## config.mk

```make
export PLATFORM = sky130hd
export DESIGN_NAME = imem_loader
export DESIGN_NICKNAME = d
export VERILOG_FILES = /design/src/rtl/imem_loader_pkg.sv /design/src/rtl/imem_xor_csum.sv /design/src/rtl/imem_loader.sv
export SDC_FILE = /design/constraint.sdc
export NUM_CORES = 1
export LEC_CHECK = 0
export BUFFER_PORTS_ARGS = -buffer_cell sky130_fd_sc_hd__buf_2
export CAP_MARGIN = 20
export CORE_UTILIZATION = 60
export CTS_BUF_LIST = sky130_fd_sc_hd__clkbuf_4
export CTS_CLUSTER_DIAMETER = 60
export DETAILED_ROUTE_END_ITERATION = 10
export PLACE_DENSITY = 0.94
export SLEW_MARGIN = 20
export SYNTH_ARGS = -nofsm -noshare
export SYNTH_HDL_FRONTEND = slang
export SYNTH_HIERARCHICAL = 1
export SYNTH_SLANG_ARGS = --single-unit
```

## constraint.sdc

```tcl
create_clock -name clk -period 5.6 [get_ports clk]
set_input_delay 0 -clock clk [delete_from_list [all_inputs] [get_ports clk]]
set_output_delay 0 -clock clk [all_outputs]
set_load 0.005 [all_outputs]
```

## src/rtl/imem_loader_pkg.sv

```systemverilog
// imem_loader_pkg: shared types and constants for the instruction memory loader.
package imem_loader_pkg;

  typedef enum logic [3:0] {
    ST_IDLE    = 4'd0,
    ST_HDR_LO  = 4'd1,
    ST_HDR_HI  = 4'd2,
    ST_DATA_LO = 4'd3,
    ST_DATA_HI = 4'd4,
    ST_CHK     = 4'd5,
    ST_FILL    = 4'd6,
    ST_DONE    = 4'd7,
    ST_ERR     = 4'd8
  } state_e;

  localparam logic [15:0] HALT_INSTR = 16'hE000;
  localparam int          HDR_BYTES  = 2;
  // word index to byte address: each word occupies 4 bytes of address space
  localparam int          ADDR_SHIFT = 2;

endpackage

```

## src/rtl/imem_xor_csum.sv

```systemverilog
// imem_xor_csum: 8-bit running XOR over accepted stream bytes.
module imem_xor_csum (
  input  logic       clk,
  input  logic       reset,
  input  logic       clear,
  input  logic       en,
  input  logic [7:0] din,
  output logic [7:0] csum
);

  // accumulate bytes; clear wins over enable so a new load starts from zero
  always_ff @(posedge clk) begin
    if (reset || clear) csum <= 8'h00;
    else if (en)        csum <= csum ^ din;
  end

endmodule

```

## src/rtl/imem_loader.sv

```systemverilog
// imem_loader: boot-time instruction memory programmer. Assembles a
// little-endian byte stream into instructions, writes them, pads the rest
// of memory with HALT and releases the core once the image is in place.
// Optional feature: define IMEM_LOADER_CHECKSUM_EN to expect and verify a
// trailing XOR checksum byte.
//
// state   | meaning
// IDLE    | waiting for start after reset
// HDR_LO  | waiting for word-count low byte
// HDR_HI  | waiting for word-count high byte; range check
// DATA_LO | waiting for instruction low byte
// DATA_HI | waiting for instruction high byte; issues write
// CHK     | waiting for checksum byte (checksum build only)
// FILL    | writing HALT to the remaining words, one per cycle
// DONE    | image complete, core released
// ERR     | load aborted, core held in reset
module imem_loader
  import imem_loader_pkg::*;
#(
  parameter int MEM_WORDS = 64,
  parameter int INSTR_W   = 16,
  parameter int ADDR_W    = 16
) (
  input  logic               clk,
  input  logic               reset,
  input  logic               start,
  input  logic [7:0]         rx_data,
  input  logic               rx_valid,
  output logic               rx_ready,
  output logic               we,
  output logic [ADDR_W-1:0]  waddr,
  output logic [INSTR_W-1:0] wdata,
  output logic               cpu_reset,
  output logic               done,
  output logic               error
);

  localparam int IDX_W = $clog2(MEM_WORDS + 1);
  localparam logic [IDX_W-1:0] IDX_END = IDX_W'(MEM_WORDS);

  localparam logic [3:0] IDLE    = ST_IDLE;
  localparam logic [3:0] HDR_LO  = ST_HDR_LO;
  localparam logic [3:0] HDR_HI  = ST_HDR_HI;
  localparam logic [3:0] DATA_LO = ST_DATA_LO;
  localparam logic [3:0] DATA_HI = ST_DATA_HI;
  localparam logic [3:0] FILL    = ST_FILL;
  localparam logic [3:0] DONE    = ST_DONE;
  localparam logic [3:0] ERR     = ST_ERR;
`ifdef IMEM_LOADER_CHECKSUM_EN
  localparam logic [3:0] CHK     = ST_CHK;
  localparam logic [3:0] AFTER_BODY = CHK;
`else
  localparam logic [3:0] AFTER_BODY = FILL;
`endif

  logic [3:0]       state;
  logic [IDX_W-1:0] idx;
  logic [IDX_W-1:0] idx_inc;
  logic [15:0]      nwords;
  logic [7:0]       lo_byte;
  logic [15:0]      hdr_n;
  logic             xfer;
  logic             last_word;
  logic             can_start;

  assign xfer      = rx_valid & rx_ready;
  assign idx_inc   = idx + 1'b1;
  assign hdr_n     = {rx_data, lo_byte};
  assign last_word = (16'(idx_inc) == nwords);
  assign can_start = (state == IDLE) || (state == DONE) || (state == ERR);

  assign cpu_reset = (state != DONE);
  assign done      = (state == DONE);
  assign error     = (state == ERR);

`ifdef IMEM_LOADER_CHECKSUM_EN
  logic [7:0] csum;
  logic       csum_clr;
  logic       csum_en;

  // checksum byte itself is not accumulated; it is compared against the sum
  assign csum_clr = start & can_start;
  assign csum_en  = xfer & (state != CHK);

  imem_xor_csum u_csum (
    .clk   (clk),
    .reset (reset),
    .clear (csum_clr),
    .en    (csum_en),
    .din   (rx_data),
    .csum  (csum)
  );

  assign rx_ready = (state == HDR_LO) || (state == HDR_HI) || (state == DATA_LO) ||
                    (state == DATA_HI) || (state == CHK);
`else
  assign rx_ready = (state == HDR_LO) || (state == HDR_HI) || (state == DATA_LO) ||
                    (state == DATA_HI);
`endif

  // sequencing, byte assembly and the registered memory write port
  always_ff @(posedge clk) begin
    if (reset) begin
      state   <= IDLE;
      idx     <= '0;
      nwords  <= '0;
      lo_byte <= '0;
      we      <= 1'b0;
      waddr   <= '0;
      wdata   <= '0;
    end else begin
      we <= 1'b0;
      case (state)
        IDLE, DONE, ERR: begin
          if (start) begin
            state <= HDR_LO;
            idx   <= '0;
          end
        end
        HDR_LO: begin
          if (xfer) begin
            lo_byte <= rx_data;
            state   <= HDR_HI;
          end
        end
        HDR_HI: begin
          if (xfer) begin
            nwords <= hdr_n;
            if (hdr_n > 16'(MEM_WORDS)) state <= ERR;
            else if (hdr_n != 16'h0000) state <= DATA_LO;
            else                        state <= AFTER_BODY;
          end
        end
        DATA_LO: begin
          if (xfer) begin
            lo_byte <= rx_data;
            state   <= DATA_HI;
          end
        end
        DATA_HI: begin
          if (xfer) begin
            we    <= 1'b1;
            waddr <= ADDR_W'(idx) << ADDR_SHIFT;
            wdata <= INSTR_W'({rx_data, lo_byte});
            idx   <= idx_inc;
            state <= last_word ? AFTER_BODY : DATA_LO;
          end
        end
`ifdef IMEM_LOADER_CHECKSUM_EN
        CHK: begin
          if (xfer) state <= ((csum ^ rx_data) != 8'h00) ? ERR : FILL;
        end
`endif
        FILL: begin
          // idx already at the end means no padding is left (full image)
          if (idx == IDX_END) begin
            state <= DONE;
          end else begin
            we    <= 1'b1;
            waddr <= ADDR_W'(idx) << ADDR_SHIFT;
            wdata <= INSTR_W'(HALT_INSTR);
            idx   <= idx_inc;
          end
        end
        default: state <= IDLE;
      endcase
    end
  end

endmodule
```

Yosys cells after proc, flatten, opt, wreduce, memory -nomap -nowiden

Cells that the tools add are included.
W data, S select, Z words.

Bits in registers: 68
Word-level logic and storage cells: 64

Multiplexer cells: 23
Eq/ne operators: 17
Reduce and logical (&&, ||, !) cells: 14
Add/subtract/negate cells: 1
Bitwise gates (word level): 1
Order comparisons: 1

Operators with widths:

| cell                  | number |
|---|---|
| $mux W16              | 4 |
| $pmux W16 S2          | 2 |
| $mux W4               | 7 |
| $pmux W4 S6           | 1 |
| $mux W7               | 3 |
| $pmux W7 S3           | 1 |
| $eq A7 B16 Y1         | 1 |
| $gt A16 B7 Y1 const B | 1 |
| $reduce_bool A16 Y1   | 1 |
| $ne A2 B2 Y1 const B  | 7 |
| $eq A4 B3 Y1 const B  | 3 |
| $eq A4 B2 Y1 const B  | 2 |
| $add A7 B1 Y7 const B | 1 |
| $eq A7 B7 Y1 const B  | 1 |
| $mux W3               | 2 |
| $reduce_and A6 Y1     | 1 |
| $eq A4 B1 Y1 const B  | 1 |
| $eq A4 B4 Y1 const B  | 1 |
| $logic_not A4 Y1      | 1 |
| $ne A4 B3 Y1 const B  | 1 |
| $reduce_and A2 Y1     | 2 |
| $reduce_and A4 Y1     | 1 |
| $logic_or A1 B1 Y1    | 3 |
| $reduce_and A3 Y1     | 1 |
| other kinds (7)       | 8 |

Longest topological paths before layout

Gate-level depths: netlist of the first run.

Word-level depth: 7
Gate-level depth with buffers: 8

Least setup slack after synthesis of the first run

OpenSTA, ideal clock, no wires.

Kind: register to register
Start point: register idx[0]
End point: register state[2]
Data required time: 5.497 ns
Clock period less this slack: 2.055 ns
Path slack: 3.545 ns
Arrival time: 1.952 ns
Setup time: 0.103 ns
Stages on the path, launching flop included: 9
Cell sequence: dfxtp_1 inv_1 ha_1 xnor2_1 nand4_1 nor4_1 o2111ai_1 or3_1 a2111oi_2

Word-level cells in the longest chain between the ends: 5
Elaborated cells between the ends (all ways): 8
Those cells by class: add/sub (1); eq/ne (3); mux (3); reduce/logical (1)

Ends and longest elaborated chain:

| item                   | RTL line           | RTL |
|---|---|---|
| start, declared        | imem_loader.sv:57  | `logic [IDX_W-1:0] idx;` |
| start signal, assigned | imem_loader.sv:145 | `idx <= idx_inc;` |
| start signal, assigned | imem_loader.sv:162 | `idx <= idx_inc;` |
| $add A7 B1 Y7          | imem_loader.sv:67  | `assign idx_inc = idx + 1'b1;` |
| $eq A7 B16 Y1          | imem_loader.sv:69  | `assign last_word = (16'(idx_inc) == nwords);` |
| $mux W3                | imem_loader.sv:146 | `state <= last_word ? AFTER_BODY : DATA_LO;` |
| $mux W4                | imem_loader.sv:141 | `if (xfer) begin` |
| $pmux W4 S6            | imem_loader.sv:113 | `case (state)` |
| end signal, assigned   | imem_loader.sv:146 |  |
| end, declared          | imem_loader.sv:56  | `logic [3:0] state;` |

Parallel ways exist; a longest one is shown, timed or not. The select of a mux whose other input is x is not followed.
A chain may end at the register's enable or synchronous reset.

Final worst setup path of the first run

Same ends and word-level chain as after synthesis.

==> impl_metrics.env, run 1 <==
export IMPL_cts_tree="built"
export IMPL_maxCapViolations=0
export IMPL_critPathLaunchType="register"
export IMPL_grt_max_degree=61
export IMPL_drcViolationCount=0
export IMPL_cts_buffers=9
export IMPL_cts_root_buf="clkbuf_4"
export IMPL_syn_inst=346
export IMPL_ys_seq_area_share_pct=42.24
export IMPL_worstPathCellList="inv_1 > ha_1 > xnor2_1 > nand4_1 > nor4_1 > o2111ai_1 > or3_1 > a2111oi_2"
export IMPL_rsz0062_at_grt="no"
export IMPL_wl_mm=6.250
export IMPL_dieWidth_um=70.27
export IMPL_cts_sinks=59
export IMPL_ys_types=48
export IMPL_drt_first_pass_iters=4
export IMPL_ys_ff_latch=59
export IMPL_hold_viol=0
export IMPL_die_h_um=70.27
export IMPL_cp_required_ps=5900
export IMPL_status="finished clean"
export IMPL_ys_async_sr_fraction_pct=0
export IMPL_path_max_fanout=6
export IMPL_area_growth_pct=14.41
export IMPL_ys_flop_type="dfxtp_1"
export IMPL_synth_edff_count=0
export IMPL_slowest_delay_ps=430
export IMPL_power_density_nw_per_um2=341.4
export IMPL_hold_depth=4
export IMPL_finalCriticalPeriod_ps=2328
export IMPL_final_util_pct=72.48
export IMPL_syn_area_um2=2796
export IMPL_dr_first_iter_drc_count=256
export IMPL_total_power_mw=1.092
export IMPL_postLayoutSetupSlackWorst_ps=3272
export IMPL_finalSetupViolCount=0
export IMPL_start_util_pct=63.35
export IMPL_finalSetupTns_ps=0
export IMPL_placed_cells=415
export IMPL_grt_pass1_vias=2337
export IMPL_drive_above_1_share_pct=17.31
export IMPL_dieArea_um2=4938
export IMPL_final_area_um2=3199
export IMPL_hold_class="in -> reg"
export IMPL_viasPerCell=5.793
export IMPL_tightest_slew_ps=1058
export IMPL_cp_depth=8
export IMPL_slew_viol_final=0
export IMPL_portBuffers=39
export IMPL_cts_setup_buffers=0
export IMPL_layout_common_cells="dfxtp_1, nand2_1, nor2_1"
export IMPL_endpoint_kind="register"
export IMPL_grt_usage_pct=27.29
export IMPL_h_tree_depth=3
export IMPL_cp_arrival_ps=2630
export IMPL_finClkSkew_ps=8.813
export IMPL_path_buf_inv=1
export IMPL_cts_max_path_buffers=2
export IMPL_slew_headroom_pct=29.50
export IMPL_final_common_cell="dfxtp_1"
export IMPL_cp_top_family="simple AND/OR/NAND/NOR gates"
export IMPL_ioPinCount=49
export IMPL_synth_area_top_cells="dfxtp_1, nand2_1, a21oi_1"
export IMPL_num_rows=24
export IMPL_ant_nets=0
export IMPL_synth_top_area_share_pct=42.24
export IMPL_vias=2543
export IMPL_timing_fmax_mhz=429.6
export IMPL_slowest_stage="dfxtp_1"
export IMPL_dpl_cell_area_um2=2907
export IMPL_post_synth_top_area_cell="dfxtp_1"
export IMPL_hpwl_mm=4.198
export IMPL_rr_worst_depth=8
export IMPL_vdd_drop_max_uv=226.6
export IMPL_grt_pass1_wl_mm=10.47
export IMPL_yosysWarningCount=6
export IMPL_postCtsResizedCells=0
export IMPL_nNetsFinal=396
export IMPL_place_ws_ps=3220
export IMPL_leakagePower_nw=1.251
export IMPL_coreArea_um2=4414
export IMPL_synth_avg_cell_area_um2=8.082
export IMPL_min_period_over_period_pct=41.56
export IMPL_path_class="reg -> reg"
export IMPL_antenna_found_initial=0
export IMPL_fillCellCount=355
export IMPL_finalNonFillerCells=439
export IMPL_gp_congestion=0.8569
export IMPL_holdWs_ps=60.72
export IMPL_overflow=0
export IMPL_n_antenna_cell=0
export IMPL_clkLatencyLatePin_ps=400
export IMPL_cts_clk_slew_worst_paths_ps=100
export IMPL_avgRoutedWirePerCell_um=14.24
what timing repair did:
item | 4_1_cts | 5_1_grt
hold endpoints to repair | 24 | 0
endpoints found under the setup margin | 0 | 0
hold buffers | 8 | 0
report_power, final:
| group | switching [mW] | internal [mW] | leakage, nW |
|---|---|---|---|
| registers | 0.0342 | 0.438 | 0.476 |
| logic | 0.106 | 0.0805 | 0.664 |
| clock network | 0.153 | 0.281 | 0.111 |
| total | 0.293 | 0.799 | 1.25 |
final cells by class:
type	count	area (µm²)	area share, %
Clock buffer	11	82.58	2.581
Clock inverter	5	125.1	3.911
Inverter	5	18.77	0.5866
Multi-Input combinational cell	259	1444	45.13
Sequential cell	59	1181	36.92
Tap cell	52	65.06	2.034
Timing Repair Buffer	48	282.8	8.838
cells in the mapped netlist, drive strengths merged, types with 4 or more instances:
cell type,instances
a21oi,37
a22oi,14
and3,5
buf,17
clkbuf,14
dfxtp,59
inv,4
mux2i,11
nand2,56
nand3,5
nor2,49
nor2b,4
nor3,8
nor4,6
o21ai,8
or3,9
xnor2,6
cells by family after synthesis:
kind of cell,synth area share (%)
AOI/OAI and AO/OA,16.47
xor gates and xnor gates,3.311
adders and majority gates,0.8947
buffers and inverters,7.382
DFF,42.24
muxes,3.938
other,0.1341
and+or+nand+nor,25.64
layer usage:
layer | routed length (µm) | track usage [%] | share of wire, %
met5 | 0 | 0 | 0
met4 | 161 | 13.56 | 2.6
met3 | 307 | 7.792 | 4.9
met2 | 3231 | 45.93 | 52
met1 | 2549 | 31.44 | 41
state kept, by name, summed over array words and instances, names as in the netlist:
signal / count
wdata: 16
we: 1
idx: 7
lo_byte: 8
state: 4
waddr: 7
nwords: 16
final timing paths:
check                        startpoint                endpoint  slack, ps
setup / recovery    idx[0]$_SDFFE_PP0P_   state[2]$_SDFFE_PP0P_       3270
hold / removal                 rx_valid  wdata[13]$_SDFFE_PP0P_         60
setup reg to reg    idx[0]$_SDFFE_PP0P_   state[2]$_SDFFE_PP0P_       3270
hold reg to reg   waddr[3]$_SDFFE_PP0P_   waddr[3]$_SDFFE_PP0P_        460
worst min-delay path: cells and delay by family:
family / cells / cell delay (ps)
buffers and inverters: 1 / 160
and+or+nand+nor: 3 / 260
No activity file was read; power rests on OpenSTA's default activity.
==> inputs of run 2 (changes only) <==
--- a/config.mk
+++ b/config.mk
@@ -7,11 +7,11 @@
 export LEC_CHECK = 0
 export BUFFER_PORTS_ARGS = -buffer_cell sky130_fd_sc_hd__buf_2
 export CAP_MARGIN = 20
-export CORE_UTILIZATION = 60
+export CORE_UTILIZATION = 52
 export CTS_BUF_LIST = sky130_fd_sc_hd__clkbuf_4
 export CTS_CLUSTER_DIAMETER = 60
 export DETAILED_ROUTE_END_ITERATION = 10
-export PLACE_DENSITY = 0.94
+export PLACE_DENSITY = 0.87
 export SLEW_MARGIN = 20
 export SYNTH_ARGS = -nofsm -noshare
 export SYNTH_HDL_FRONTEND = slang
==> constraint.sdc (replaced) <==
create_clock -name clk -period 1.97 [get_ports clk]
set_input_delay 0 -clock clk [delete_from_list [all_inputs] [get_ports clk]]
set_output_delay 0 -clock clk [all_outputs]
set_load 0.005 [all_outputs]
==> run 2 against run 1 <==
  * The run now ends with setup timing left
  * Design area is 5.8% higher
  * Fmax is 15% higher
  * Sequential share of layout area is 1.8 points lower
  * Setup slack worse by 3300 ps
  * Critical path depth stayed put
  * First-iteration DRC count is 16% lower
  * Global-route usage is 1.9 points lower
  * Clock skew hardly changed
==> impl_metrics.env, run 2 (synthesis gave the netlist of run 1 again) <==
export IMPL_status="complete, but fails checks"
export IMPL_violations="setup timing"
export IMPL_hpwl_mm=4.501
export IMPL_rsz0062_at_grt="yes"
export IMPL_finalCriticalPeriod_ps=2022
export IMPL_start_util_pct=54.41
export IMPL_rr_worst_depth=8
export IMPL_viasPerCell=5.412
export IMPL_min_period_over_period_pct=102.6
export IMPL_drt_first_pass_iters=4
export IMPL_critPathLaunchType="register"
export IMPL_dr_first_iter_drc_count=215
export IMPL_drive_above_1_share_pct=24.57
export IMPL_grt_usage_pct=25.42
export IMPL_finClkSkew_ps=8.868
export IMPL_n_antenna_cell=0
export IMPL_nNetsFinal=420
export IMPL_total_power_mw=2.791
export IMPL_path_max_fanout=4
export IMPL_ioPinCount=49
export IMPL_h_tree_depth=3
export IMPL_area_growth_pct=21.03
export IMPL_grt_max_degree=44
export IMPL_hold_viol=0
export IMPL_dieArea_um2=5675
export IMPL_timing_fmax_mhz=494.6
export IMPL_cts_sinks=59
export IMPL_endpoint_kind="register"
export IMPL_vias=2603
export IMPL_finalNonFillerCells=481
export IMPL_grt_pass1_wl_mm=10.54
export IMPL_finalSetupTns_ps=-51.76
export IMPL_postLayoutSetupSlackWorst_ps=-51.76
export IMPL_wl_mm=6.478
export IMPL_cp_required_ps=2290
export IMPL_cts_max_path_buffers=2
export IMPL_grt_pass1_vias=2287
export IMPL_tightest_slew_ps=765.7
export IMPL_portBuffers=39
export IMPL_slew_headroom_pct=48.96
export IMPL_drcViolationCount=0
export IMPL_slew_viol_final=0
export IMPL_antenna_found_initial=0
export IMPL_coreArea_um2=5140
export IMPL_dieWidth_um=75.34
export IMPL_power_density_nw_per_um2=824.5
export IMPL_cts_root_buf="clkbuf_4"
export IMPL_gp_congestion=0.8935
export IMPL_clkLatencyLatePin_ps=410
export IMPL_vdd_drop_max_uv=551.8
export IMPL_num_rows=26
export IMPL_ant_nets=0
export IMPL_avgRoutedWirePerCell_um=13.47
export IMPL_place_ws_ps=-144.0
export IMPL_final_common_cell="nand2_1"
export IMPL_largestRegisters="nwords (16), wdata (16), lo_byte (8)"
export IMPL_maxCapViolations=0
export IMPL_cts_buffers=9
export IMPL_hold_class="in -> reg"
export IMPL_finalSetupViolCount=1
export IMPL_hold_depth=4
export IMPL_cts_tree="built"
export IMPL_cp_arrival_ps=2340
export IMPL_leakagePower_nw=1.343
export IMPL_placed_cells=455
export IMPL_cts_clk_slew_worst_paths_ps=110
export IMPL_die_h_um=75.34
export IMPL_overflow=0
export IMPL_path_class="reg -> reg"
export IMPL_layout_common_cells="nand2_1, dfxtp_1, nor2_1"
-- run 2: final cells by class --
type | count | area, µm²
Tap cell | 70 | 87.58
Clock buffer | 9 | 67.56
Sequential cell | 59 | 1190
Timing Repair Buffer | 72 | 488.0
Multi-Input combinational cell | 259 | 1464
Fill cell | 440 | 1755
Clock inverter | 7 | 68.82
Inverter | 5 | 18.77
-- run 2: layer usage --
metal	routed length, µm	track usage [%]	up-vias
met4	87	9.877	0
met3	413	6.614	8
li1	-	-	1298
met2	3158	42.36	87
met5	0	0	-
met1	2819	31.64	1210
-- run 2: path summary, 6_finish.rpt --
check / startpoint / endpoint / slack, ps
worst min register to register: waddr[6]$_SDFFE_PP0P_ / waddr[6]$_SDFFE_PP0P_ / 460
worst max-delay path: idx[1]$_SDFFE_PP0P_ / state[2]$_SDFFE_PP0P_ / -50
worst min-delay path: rx_valid / wdata[14]$_SDFFE_PP0P_ / 60
worst max register to register: idx[1]$_SDFFE_PP0P_ / state[2]$_SDFFE_PP0P_ / -50
-- run 2: through the flow --
stage | utilization, % | hold WS, ps | instance area, µm²
3_5_place_dp | 61.03 | 292.2 | 3137
2_1_floorplan | - | 136.0 | 2844
5_1_grt | 65.85 | 56.50 | 3385
6_report | 65.85 | 55.04 | 3385
4_1_cts | 65.53 | 39.69 | 3368
3_3_place_gp | 61.03 | 287.9 | 3137
-- run 2: critical path, stage by stage (launching register included) --
cell	delay (ps)
dfxtp_2	370
inv_2	50
ha_4	240
xnor2_2	130
nand4_1	90
nor4_1	200
o2111ai_1	170
or3_1	390
a2111oi_2	280
-- run 2: where the power goes --
group          switching [mW]  internal (mW)  leakage (nW)
clock                   0.476          0.381        0.0717
combinational           0.339          0.283         0.792
sequential             0.0673           1.24         0.479
-- run 2: timing repair --
action	in CTS	in global routing
hold buffers	8	0
endpoints found under the hold margin	24	0
setup buffers	1	1
resized for setup	1	5
pin swaps	3	3
setup endpoints to repair	1	7
gates cloned	0	0
